[config.mk]
export PLATFORM = sky130hd
export DESIGN_NAME = rc_settle_monitor
export DESIGN_NICKNAME = d
export VERILOG_FILES = /design/src/rtl/rc_settle_monitor.sv
export SDC_FILE = /design/constraint.sdc
export NUM_CORES = 1
export LEC_CHECK = 0
export CORE_ASPECT_RATIO = 0.8
export CORE_MARGIN = 2
export CORE_UTILIZATION = 40
export CTS_CLUSTER_DIAMETER = 30
export DETAILED_ROUTE_END_ITERATION = 8
export HOLD_SLACK_MARGIN = 0.06
export PLACE_DENSITY = 0.72
export SLEW_MARGIN = 10
export SYNTH_ARGS = -nofsm -noshare
export SYNTH_HDL_FRONTEND = slang
export SYNTH_SLANG_ARGS = --single-unit
export TNS_END_PERCENT = 20
[constraint.sdc]
create_clock -name clk -period 5.04 [get_ports clk]
set_input_delay 1.512 -clock clk [delete_from_list [all_inputs] [get_ports clk]]
set_output_delay 1.512 -clock clk [all_outputs]
set_load 0.03 [all_outputs]
[src/rtl/rc_settle_monitor.sv]
// rc_settle_monitor
// Step-response checker for the RC model output. A start request latches a
// target and a tolerance. The block then samples v_meas once per cycle. It
// reports the 1-based index of the first sample of the first run of
// HOLD_CYCLES consecutive in-band samples. If no such run completes by
// sample MAX_CYCLES, it reports a timeout instead.
//
// Optional feature: define RC_SETTLE_PEAK_EN to enable peak_err tracking.
// peak_err is the largest |v_meas - target| seen from the first in-band
// sample onward. When the macro is undefined, peak_err is tied to zero.
module rc_settle_monitor #(
    parameter int WIDTH       = 16,
    parameter int HOLD_CYCLES = 8,
    parameter int MAX_CYCLES  = 1000,
    parameter int CNT_W       = 16
) (
    input  logic             clk,
    input  logic             rst,
    input  logic             start,
    input  logic [WIDTH-1:0] v_target,
    input  logic [WIDTH-1:0] tol,
    input  logic [WIDTH-1:0] v_meas,
    output logic             busy,
    output logic             done,
    output logic             settled,
    output logic             timed_out,
    output logic             in_band,
    output logic [CNT_W-1:0] settle_time,
    output logic [WIDTH:0]   peak_err
);

    typedef enum logic [1:0] {
        ST_IDLE    = 2'd0,
        ST_TRACK   = 2'd1,
        ST_SETTLED = 2'd2,
        ST_TIMEOUT = 2'd3
    } state_t;

    localparam logic [CNT_W-1:0] HOLD_C = CNT_W'(HOLD_CYCLES);
    localparam logic [CNT_W-1:0] MAX_C  = CNT_W'(MAX_CYCLES);

    state_t           state_reg, state_next;
    logic [WIDTH-1:0] target_reg;
    logic [WIDTH-1:0] tol_reg;
    logic [CNT_W-1:0] cyc_reg;
    logic [CNT_W-1:0] run_reg;
    logic [CNT_W-1:0] cyc_next;
    logic [CNT_W-1:0] run_next;
    logic [WIDTH:0]   diff;
    logic [WIDTH:0]   err;
    logic             in_now;
    logic             settle_hit;
    logic             timeout_hit;

    // The difference is sign-extended to WIDTH+1 bits, so it cannot wrap.
    // Its magnitude therefore always fits as an unsigned value.
    always_comb begin
        diff   = {v_meas[WIDTH-1], v_meas} - {target_reg[WIDTH-1], target_reg};
        err    = diff[WIDTH] ? (~diff + 1'b1) : diff;
        in_now = (err <= {1'b0, tol_reg});
    end

    // Next-state logic, and the sample and run counters for this TRACK cycle.
    always_comb begin
        state_next  = state_reg;
        cyc_next    = cyc_reg + 1'b1;
        run_next    = in_now ? (run_reg + 1'b1) : '0;
        settle_hit  = (run_next == HOLD_C);
        timeout_hit = (cyc_next == MAX_C) && !settle_hit;
        if (start) begin
            state_next = ST_TRACK;
        end else if (state_reg == ST_TRACK) begin
            if (settle_hit) begin
                state_next = ST_SETTLED;
            end else if (timeout_hit) begin
                state_next = ST_TIMEOUT;
            end
        end
    end

    // State register.
    always_ff @(posedge clk or negedge rst) begin
        if (!rst) begin
            state_reg <= ST_IDLE;
        end else begin
            state_reg <= state_next;
        end
    end

    // Measurement datapath: latch on start, then update counters while in TRACK.
    always_ff @(posedge clk or negedge rst) begin
        if (!rst) begin
            target_reg  <= '0;
            tol_reg     <= '0;
            cyc_reg     <= '0;
            run_reg     <= '0;
            in_band     <= 1'b0;
            settle_time <= '0;
            done        <= 1'b0;
        end else begin
            done <= 1'b0;
            if (start) begin
                target_reg  <= v_target;
                tol_reg     <= tol;
                cyc_reg     <= '0;
                run_reg     <= '0;
                in_band     <= 1'b0;
                settle_time <= '0;
            end else if (state_reg == ST_TRACK) begin
                cyc_reg <= cyc_next;
                run_reg <= run_next;
                in_band <= in_now;
                if (settle_hit) begin
                    settle_time <= cyc_next - HOLD_C + 1'b1;
                    done        <= 1'b1;
                end else if (timeout_hit) begin
                    done <= 1'b1;
                end
            end
        end
    end

`ifdef RC_SETTLE_PEAK_EN
    logic           seen_band_reg;
    logic [WIDTH:0] peak_reg;

    // Peak tracking is armed by the first in-band sample, which is itself included.
    always_ff @(posedge clk or negedge rst) begin
        if (!rst) begin
            seen_band_reg <= 1'b0;
            peak_reg      <= '0;
        end else if (start) begin
            seen_band_reg <= 1'b0;
            peak_reg      <= '0;
        end else if (state_reg == ST_TRACK) begin
            if (in_now) begin
                seen_band_reg <= 1'b1;
            end
            if ((seen_band_reg || in_now) && (err > peak_reg)) begin
                peak_reg <= err;
            end
        end
    end

    assign peak_err = peak_reg;
`else
    assign peak_err = '0;
`endif

    assign busy      = (state_reg == ST_TRACK);
    assign settled   = (state_reg == ST_SETTLED);
    assign timed_out = (state_reg == ST_TIMEOUT);

endmodule

-- After elaboration in Yosys (flattened, before gate mapping)
Index checks and enable logic that the tools add are counted.
- flip-flop bits (word level): 84
- input bits: 51
- output and inout bits: 38
- word-level logic and storage cells: 47
- add/sub/neg operators: 6
- order comparisons: 1
- eq/ne operators: 5
- mux-type cells: 19
- bitwise operators: 1
- reductions and logical operators: 7
- operators with widths (kind ; number):
    $mux 16 ; 8
    $add 16x1->16 const B ; 3
    $add 17x1->17 const B ; 1
    $le 17x16->1 ; 1
    $mux 17 ; 1
    $not 17->17 ; 1
    $sub 16x16->17 ; 1
    $eq 16x10->1 const B ; 1
    $eq 16x4->1 const B ; 1
    $sub 16x4->16 const B ; 1
    $mux 2 ; 4
    $mux 1 ; 6
    $eq 2x2->1 const B ; 2
    $reduce_and 2->1 ; 2
    $reduce_bool 2->1 ; 2
    $reduce_bool 3->1 ; 1
    $eq 2x1->1 const B ; 1
    $logic_and 1x1->1 ; 1
    $logic_not 1->1 ; 1

-- Logic depth before layout (Yosys ltp)
Gate-level depths: netlist (run 1).
- depth after elaboration: 13
- gate-level depth with buffers: 22
- gate-level depth less buffers: 21

-- Worst setup path after synthesis (run 1)
No wires, ideal clock.
- kind: input-to-reg
- start point: input v_meas[0]
- end point: register settle_time[10]
- setup time: 0.132 ns
- data arrival time: 5.591 ns
- data required time: 4.908 ns
- path slack: -0.683 ns
- stages on the path: 21
- path buffers: 1
- cell sequence: inv_1 ha_1 fa_1 nand2b_1 a211oi_1 nor2_1 xnor2_1 or3_1 o31ai_1 xnor2_1 ha_1 a211oi_1 o21ai_0 o211ai_1 nor4bb_1 o22ai_1 nor3_2 o211ai_4 buf_4 mux2i_1 nor2_1
- cells in the longest elaborated chain, start to end: 9
- RTL lines (what ; line ; source):
    from (decl) ; 22 ; input logic [WIDTH-1:0] v_meas,
    $sub 16x16->17 * ; 58 ; diff = {v_meas[WIDTH-1], v_meas} - {target_reg[WIDTH-1], target_reg};
    $not 17->17 ; 59 ; err = diff[WIDTH] ? (~diff + 1'b1) : diff;
    $add 17x1->17 ; 59 ;
    $mux 17 * ; 59 ;
    $le 17x16->1 * ; 60 ; in_now = (err <= {1'b0, tol_reg});
    $mux 16 * ; 67 ; run_next = in_now ? (run_reg + 1'b1) : '0;
    $eq 16x4->1 * ; 68 ; settle_hit = (run_next == HOLD_C);
    $reduce_bool 2->1 (no source line) * ; - ;
    $reduce_and 2->1 (no source line) * ; - ;
    to (signal assigned) ; 114 ; settle_time <= cyc_next - HOLD_C + 1'b1;
    to (decl) ; 28 ; output logic [CNT_W-1:0] settle_time,
Mark *: on every way between the ends. The rest lies on a longest branch, timed or not.
A chain may end at the register's enable or synchronous reset.

-- Worst setup path in the final report (run 1)
- start point: input v_meas[2]
- end point: register run_reg[2]
- cells in the longest elaborated chain, start to end: 8
- RTL lines (what ; line ; source):
    $sub 16x16->17 * ; 58 ;
    $not 17->17 ; 59 ;
    $add 17x1->17 ; 59 ;
    $mux 17 * ; 59 ;
    $le 17x16->1 * ; 60 ;
    $mux 16 * ; 67 ;
    $mux 16 * ; 109 ; end else if (state_reg == ST_TRACK) begin
    $mux 16 * ; 102 ; if (start) begin
    to (signal assigned) ; 111 ; run_reg <= run_next;
    to (decl) ; 46 ; logic [CNT_W-1:0] run_reg;
Mark *: on every way between the ends. The rest lies on a longest branch, timed or not. The select of a mux whose other input is x is not followed.

==> reports/metrics.yaml, run 1 <==
status:
  outcome: "finished, violations left"
  violations: "setup timing"
worst_setup_path:
  path_max_fanout: 5
  cp-end-kind: "register"
  cp.required_ns: 5.31
  critPathArrivalTime_ns: 5.69
  crit_type: "input port to register"
  worst_setup_path_start_kind: "input port"
finish:
  antennaDiodeCount: 0
  n_fill_cell: 1330
  num-nets-final: 982
  drive_gt1_share_pct: 25.0
  final_util_pct: 58.0
  design_area_mm2: 0.00883
  syn2layout_area_growth_pct: 40.3
synthesis:
  yosys.area.top_type_share_pct: 33.4
  syn-cell-area_mm2: 0.00629
  synth-compound-area-share_pct: 17.5
  synthTopCellsByArea: "dfrtp_1 (33%), ha_1 (7.2%), xnor2_1 (6.4%)"
  synth_edf_count: 0
  yosysWarningCount: 0
  synth_top_area_cell: "dfrtp_1"
  synth_ff_type: "dfrtp_1"
  synth-xor-area-share_pct: 9.32
  synth_fa_ha_area_share_pct: 7.47
  syn_area_per_cell_um2: 8.47
  ys_seq_area_share_pct: 33.4
  synthSimpleGateAreaFrac_pct: 21.2
  synthArstFlopShare_pct: 100
  synth_top_family_by_area: "simple AND/OR/NAND/NOR gates"
  syn_inst: 743
  ys_seq_elements: 84
  ys_types: 74
  synthMuxAreaShare_pct: 3.54
pwr:
  power_report.internal_total_w: 0.00177
  p_clk_share_pct: 27.5
  p_seq_share_pct: 27.7
  p_comb_share_pct: 44.8
  powerDensity_mw_per_mm2: 303
  leakagePower_nw: 3.93
  peakVddDrop_uv: 222
  netSwitchingFraction_pct: 33.8
  p_switching_w: 0.000904
run:
  cap_violations: 0
die:
  die_x_um: 144
  design.die.area_mm2: 0.0168
  ioPinCount: 89
  coreArea_mm2: 0.0152
  num_rows: 40
  initial_core_util_pct: 41.4
  die_h_um: 116
timing:
  min_period_ns: 5.42
  finalHoldViolations: 0
  worst_pin_slew_ns: 1.10
  fin_worst_skew_ns: 0.00860
  rsz0062_at_grt: "yes"
  slew_headroom_pct: 26.4
  setup_viol: 35
  finalCritPeriodShare_pct: 107
  layout_setup_ws_ns: -0.376
  slew_violations: 0
  fmax_mhz: 185
worst_hold_path:
  hold_class: "register to register"
cts:
  clock_latency_ns: 0.35
  htreeDepth: 3
  cts_made_buffers: 9
  clkTransAtPathRegs_ns: 0.06
  root_buffer: "clkbuf_16"
  clkSinkCount: 84
  clockBufferDepth: 2
  hold_buffers: 0
  cts_tree: "built"
drt:
  initialDrtViolationCount: 322
  wirelength_um: 16300
  antenna_left: 0
  post_drt_via_cell_ratio: 5.13
  via_count: 5687
  drc_errors: 0
  drtPass1Iterations: 5
  wl_per_cell_um: 14.7
global_routing:
  grt_pass1_wl_um: 27000
  first_global_vias: 5573
  antenna_found_initial: 0
  track_usage_pct: 20.3
  grt_start_max_net_pins: 85
  gr-total-overflow: 0
placed_design:
  place_congestion: 0.841
  io_buffers: 71
  dp_hpwl_um: 11500
  place_area_mm2: 0.00780
layer usage:
metal  part of all wire (%)  track usage (%)  vias up
met2                     45             31.8      100
li1                       -                -     2874
met4                   0.99             4.53        0
met1                     50             28.8     2703
met3                    3.7             4.47       10
met5                      0                0        -
synth_stat cells, types with 5 or more instances:
cell / instances
a211oi_1: 8
a21o_1: 7
a21oi_1: 28
a31oi_1: 6
and2_1: 5
buf_4: 19
clkbuf_1: 30
dfrtp_1: 84
ha_1: 36
inv_1: 49
mux2i_1: 20
nand2_1: 80
nand2b_1: 6
nand3_1: 34
nand4_1: 10
nor2_1: 63
nor3_1: 12
nor4_1: 6
o21ai_0: 59
o311ai_1: 6
or3_1: 15
xnor2_1: 46
xor2_1: 21
metrics by stage:
step | worst slack (ns) | total power, W | hold slack [ns] | instances | TNS (ns)
finish | -0.376 | 0.00268 | 0.498 | 1109 | -9.18
detailed placement | -1.24 | 0.00166 | 0.472 | 1071 | -41.00
global route | -0.582 | 0.00283 | 0.534 | 1109 | -16.90
CTS | -0.407 | 0.00257 | 0.487 | 1103 | -9.87
global placement | -1.12 | 0.00165 | 0.469 | 1071 | -37.34
floorplan | -0.294 | 0.00131 | 0.472 | 759 | -6.07
logic make-up after synthesis:
logic type                 after synthesis
and+or+nand+nor                        267
AOI/OAI and AO/OA                      161
buffers and inverters                  104
DFF                                     84
xor gates and xnor gates                67
adders and majority gates               37
muxes                                   22
other                                    1
power by group through the flow:
stage | registers [W] | logic (W) | clock network [W]
2_1_floorplan | 0.000750 | 0.000561 | 0
3_3_place_gp | 0.000750 | 0.000896 | 0
3_5_place_dp | 0.000752 | 0.000912 | 0
4_1_cts | 0.000741 | 0.00108 | 0.000751
5_1_grt | 0.000746 | 0.00130 | 0.000779
6_report | 0.000741 | 0.00120 | 0.000735
final cells by class:
type / instances / area (um2) / area share [%]
timing repair buffer: 179 / 1570 / 17.8
sequential: 84 / 2100 / 23.8
clock buffer: 11 / 243 / 2.75
inverter: 49 / 196 / 2.22
clock inverter: 5 / 83.8 / 0.949
tap: 210 / 263 / 2.98
multi-input combinational: 571 / 4370 / 49.5
worst max-delay path, stage by stage:
cell and delay [ns]:
dlygate4sd2_1 0.26, ha_4 0.31, nand3b_1 0.15, nand2_2 0.13, mux2i_2 0.25, buf_4 0.15, nand3_1 0.15, buf_4 0.18
nor3_1 0.17, nor2_1 0.08, xor2_1 0.22, ha_1 0.30, buf_4 0.15, nand4_1 0.19, a31oi_4 0.06, nor4bb_4 0.37
buf_4 0.18, nor2_2 0.04, buf_4 0.13, a211oi_4 0.30, buf_6 0.17, a21oi_1 0.06, mux2i_1 0.16
path summary, 6_finish.rpt:
kind	startpoint	endpoint	slack [ns]	depth (start not counted)
max in group asynchronous	rst	target_reg[5]	2.96	1
setup reg to reg	target_reg[0]	run_reg[2]	0.49	23
min in group asynchronous	rst	target_reg[6]	1.31	1
hold reg to reg	in_band	in_band	0.50	2
hold / removal	in_band	in_band	0.50	2
setup / recovery	v_meas[2]	run_reg[2]	-0.38	23
repair_timing:
action | 4_1_cts | 5_1_grt
cloned | 1 | 1
endpoints found under the setup margin | 36 | 36
setup buffers | 15 | 5
pin swaps | 48 | 43
hold endpoints to repair | 0 | 0
gates resized for setup | 75 | 44
cells in the final DEF, fill, tap and decap left out, types with 6 or more instances in the layout:
cell type	instances
or3_1	14
xor2_1	21
conb_1	17
dfrtp_1	84
o21ai_0	50
ha_1	25
nand2_1	77
nor2_1	58
xnor2_2	6
dlygate4sd2_1	6
ha_4	11
o311ai_1	8
buf_6	6
nand3_1	30
xnor2_1	40
clkbuf_16	10
a21o_1	7
mux2i_1	17
buf_4	101
nor3_1	10
inv_1	47
clkdlybuf4s50_1	57
a21oi_2	7
a21oi_1	16
nand4_1	10
(Power assumes the default switching activity.)
==> run 2, diff against run 1 <==
--- a/config.mk
+++ b/config.mk
@@ -10,6 +10,7 @@
 export CORE_UTILIZATION = 40
 export CTS_CLUSTER_DIAMETER = 30
 export DETAILED_ROUTE_END_ITERATION = 8
+export GPL_TIMING_DRIVEN = 0
 export HOLD_SLACK_MARGIN = 0.06
 export PLACE_DENSITY = 0.72
 export SLEW_MARGIN = 10
==> run 2 against run 1 <==
  * The run still ends with setup timing left
  * Fmax decreased by 3.6%
  * Core utilization decreased by 0.27 points
  * Non-clock buffer count decreased by 14
  * Hold slack got worse by 0.028 ns
  * Critical path depth decreased by 1
  * Wire length increased by 12%
  * Clock skew decreased by 0.0021 ns
  * Global-route usage increased by 0.16 points
  * Critical path type unchanged
==> reports/metrics.yaml, run 2 (synthesis gave the netlist of run 1 again) <==
run:
  cap_violations: 0  # unchanged
global_routing:
  grt_pass1_wl_um: 27000  # about the same
  first_global_vias: 5506  # was 5,573
  gr-total-overflow: 0  # unchanged
  track_usage_pct: 20.4  # was 20.3%
  grt_start_max_net_pins: 62  # was 85
  antenna_found_initial: 0  # unchanged
placed_design:
  dp_hpwl_um: 11600  # was 11,500 um
  place_congestion: 0.870  # was 0.841
  dp_cells: 1040  # was 1,071
  io_buffers: 70  # was 71
die:
  initial_core_util_pct: 41.4  # unchanged
  coreArea_mm2: 0.0152  # unchanged
  design.die.area_mm2: 0.0168  # unchanged
  die_h_um: 116  # unchanged
  ioPinCount: 89  # unchanged
  die_x_um: 144  # unchanged
  num_rows: 40  # unchanged
timing:
  setup_viol: 36  # was 35
  fin_setup_tns_ns: -16.62  # was -9.18 ns
  finalCritPeriodShare_pct: 112  # was 107%
  holdWs_ns: 0.470  # was 0.498 ns
  min_period_ns: 5.62  # was 5.42 ns
  finalHoldViolations: 0  # unchanged
  rsz0062_at_grt: "yes"  # unchanged
  layout_setup_ws_ns: -0.580  # was -0.376 ns
  fin_worst_skew_ns: 0.00649  # was 0.00860 ns
  slew_violations: 0  # unchanged
  worst_pin_slew_ns: 0.718  # was 1.10 ns
  fmax_mhz: 178  # was 185 MHz
  slew_headroom_pct: 52.1  # was 26.4%
cts:
  root_buffer: "clkbuf_16"  # unchanged
  hold_buffers: 0  # unchanged
  clockBufferDepth: 2  # unchanged
  clkSinkCount: 84  # unchanged
  htreeDepth: 3  # unchanged
  clkTransAtPathRegs_ns: 0.06  # about the same
  clock_latency_ns: 0.35  # about the same
  cts_made_buffers: 9  # unchanged
  cts_tree: "built"  # unchanged
pwr:
  leakagePower_nw: 3.86  # was 3.93 nW
  power.total_w: 0.00263  # was 0.00268 W
  powerDensity_mw_per_mm2: 300  # was 303 mW/mm2
  peakVddDrop_uv: 178  # was 222 uV
drt:
  drc_errors: 0  # unchanged
  via_count: 5912  # was 5,687
  wirelength_um: 18200  # was 16,300 um
  antenna_left: 0  # unchanged
  drtPass1Iterations: 5  # unchanged
  wl_per_cell_um: 16.7  # was 14.7 um
  post_drt_via_cell_ratio: 5.41  # was 5.13
  initialDrtViolationCount: 445  # was 322
finish:
  final_util_pct: 57.8  # was 58.0%
  n_fill_cell: 1291  # was 1,330
  syn2layout_area_growth_pct: 39.6  # was 40.3%
  final_common_cell: "dfrtp_1"  # was buf_4
  antennaDiodeCount: 0  # unchanged
  final_cells: 1093  # was 1,109
  mostFrequentLayoutCells: "dfrtp_1 (84), nand2_1 (78), clkdlybuf4s50_1 (58)"  # was buf_4 (101), dfrtp_1 (84), nand2_1 (77)
  num-nets-final: 969  # was 982
  multi_input_area_mm2: 0.00453  # was 0.00437 mm2
  drive_gt1_share_pct: 21.7  # was 25.0%
  regArea_mm2: 0.00210  # unchanged
worst_setup_path:
  worst_setup_path_start_kind: "input port"  # unchanged
  crit_type: "input port to register"  # unchanged
  path_max_fanout: 5  # unchanged
  critPathArrivalTime_ns: 5.87  # was 5.69 ns
  r2r_slack_ns: 0.27  # was 0.49 ns
  cp.required_ns: 5.29  # was 5.31 ns
  cp-end-kind: "register"  # unchanged
status:
  violations: "setup timing"  # unchanged
  outcome: "finished, violations left"  # unchanged
worst_hold_path:
  hold_class: "register to register"  # unchanged
## run 2: cell types whose count changed in the layout (fill, tap and decap cells not counted), moves of 4 or more
cell            delta
o311ai_1           -5
clkbuf_1          +25
o21ai_2            -4
nor2_1             -4
buf_4             -47
buf_6              +6
dlymetal6s2s_1     +4
o311ai_2           +4
dlygate4sd2_1      -5
xnor2_4            +4
## run 2: repair_timing
item / CTS / global route
pin swaps: 41 / 35
endpoints found under the setup margin: 36 / 36
gates cloned: 4 / 0
gates resized for setup: 99 / 58
setup buffers: 26 / 14
## run 2: critical path, cell delays in order
cell	delay, ns
buf_8	0.09
inv_12	0.03
ha_4	0.15
fa_2	0.35
nand2b_4	0.18
a211oi_4	0.35
nor2_2	0.09
xnor2_2	0.18
buf_4	0.18
nor3_1	0.30
nor2_2	0.09
xor2_2	0.17
ha_1	0.34
buf_4	0.14
nand4_1	0.16
a31oi_1	0.11
nor4bb_4	0.40
buf_4	0.18
nor2_2	0.05
a211o_1	0.36
buf_8	0.18
o311ai_4	0.24
## run 2: path summary, 6_finish.rpt
check	start	end	depth (start not counted)
max reg2reg	target_reg[0]	run_reg[13]	20
max	v_meas[0]	run_reg[13]	22
min	in_band	in_band	2
min reg2reg	in_band	in_band	2
max in group asynchronous	rst	run_reg[13]	2
min in group asynchronous	rst	target_reg[8]	1
## run 2: routing by layer
layer	GRT usage, %	vias to the layer above	wire length [um]
li1	-	2855	-
met1	29.3	2831	8360
met2	31.3	189	8520
met3	4.72	37	902
met4	5.24	0	454
met5	0	-	0
## run 2: area by class of cell
| type | count | area share [%] |
|---|---|---|
| buffer | 51 | 3.46 |
| clock buffer | 10 | 2.60 |
| clock inverter | 3 | 0.740 |
| inverter | 49 | 2.23 |
| multi-input combinational | 572 | 51.6 |
| sequential | 84 | 23.9 |
| tap | 210 | 2.99 |
| timing repair buffer | 114 | 12.5 |
## run 2: power breakdown
part,switching (W),internal [W]
Combinational,0.000636,0.000561
Sequential,0.0000240,0.000712
Clock,0.000276,0.000425
Total,0.000936,0.00170
## run 2: stage by stage
stage                     area (um2)  setup slack (ns)
after floorplan                 6470            -0.294
after global placement          7440             -1.75
after detailed placement        7460             -1.78
after CTS                       8380            -0.526
after global routing            8790            -0.697
final                           8790            -0.580
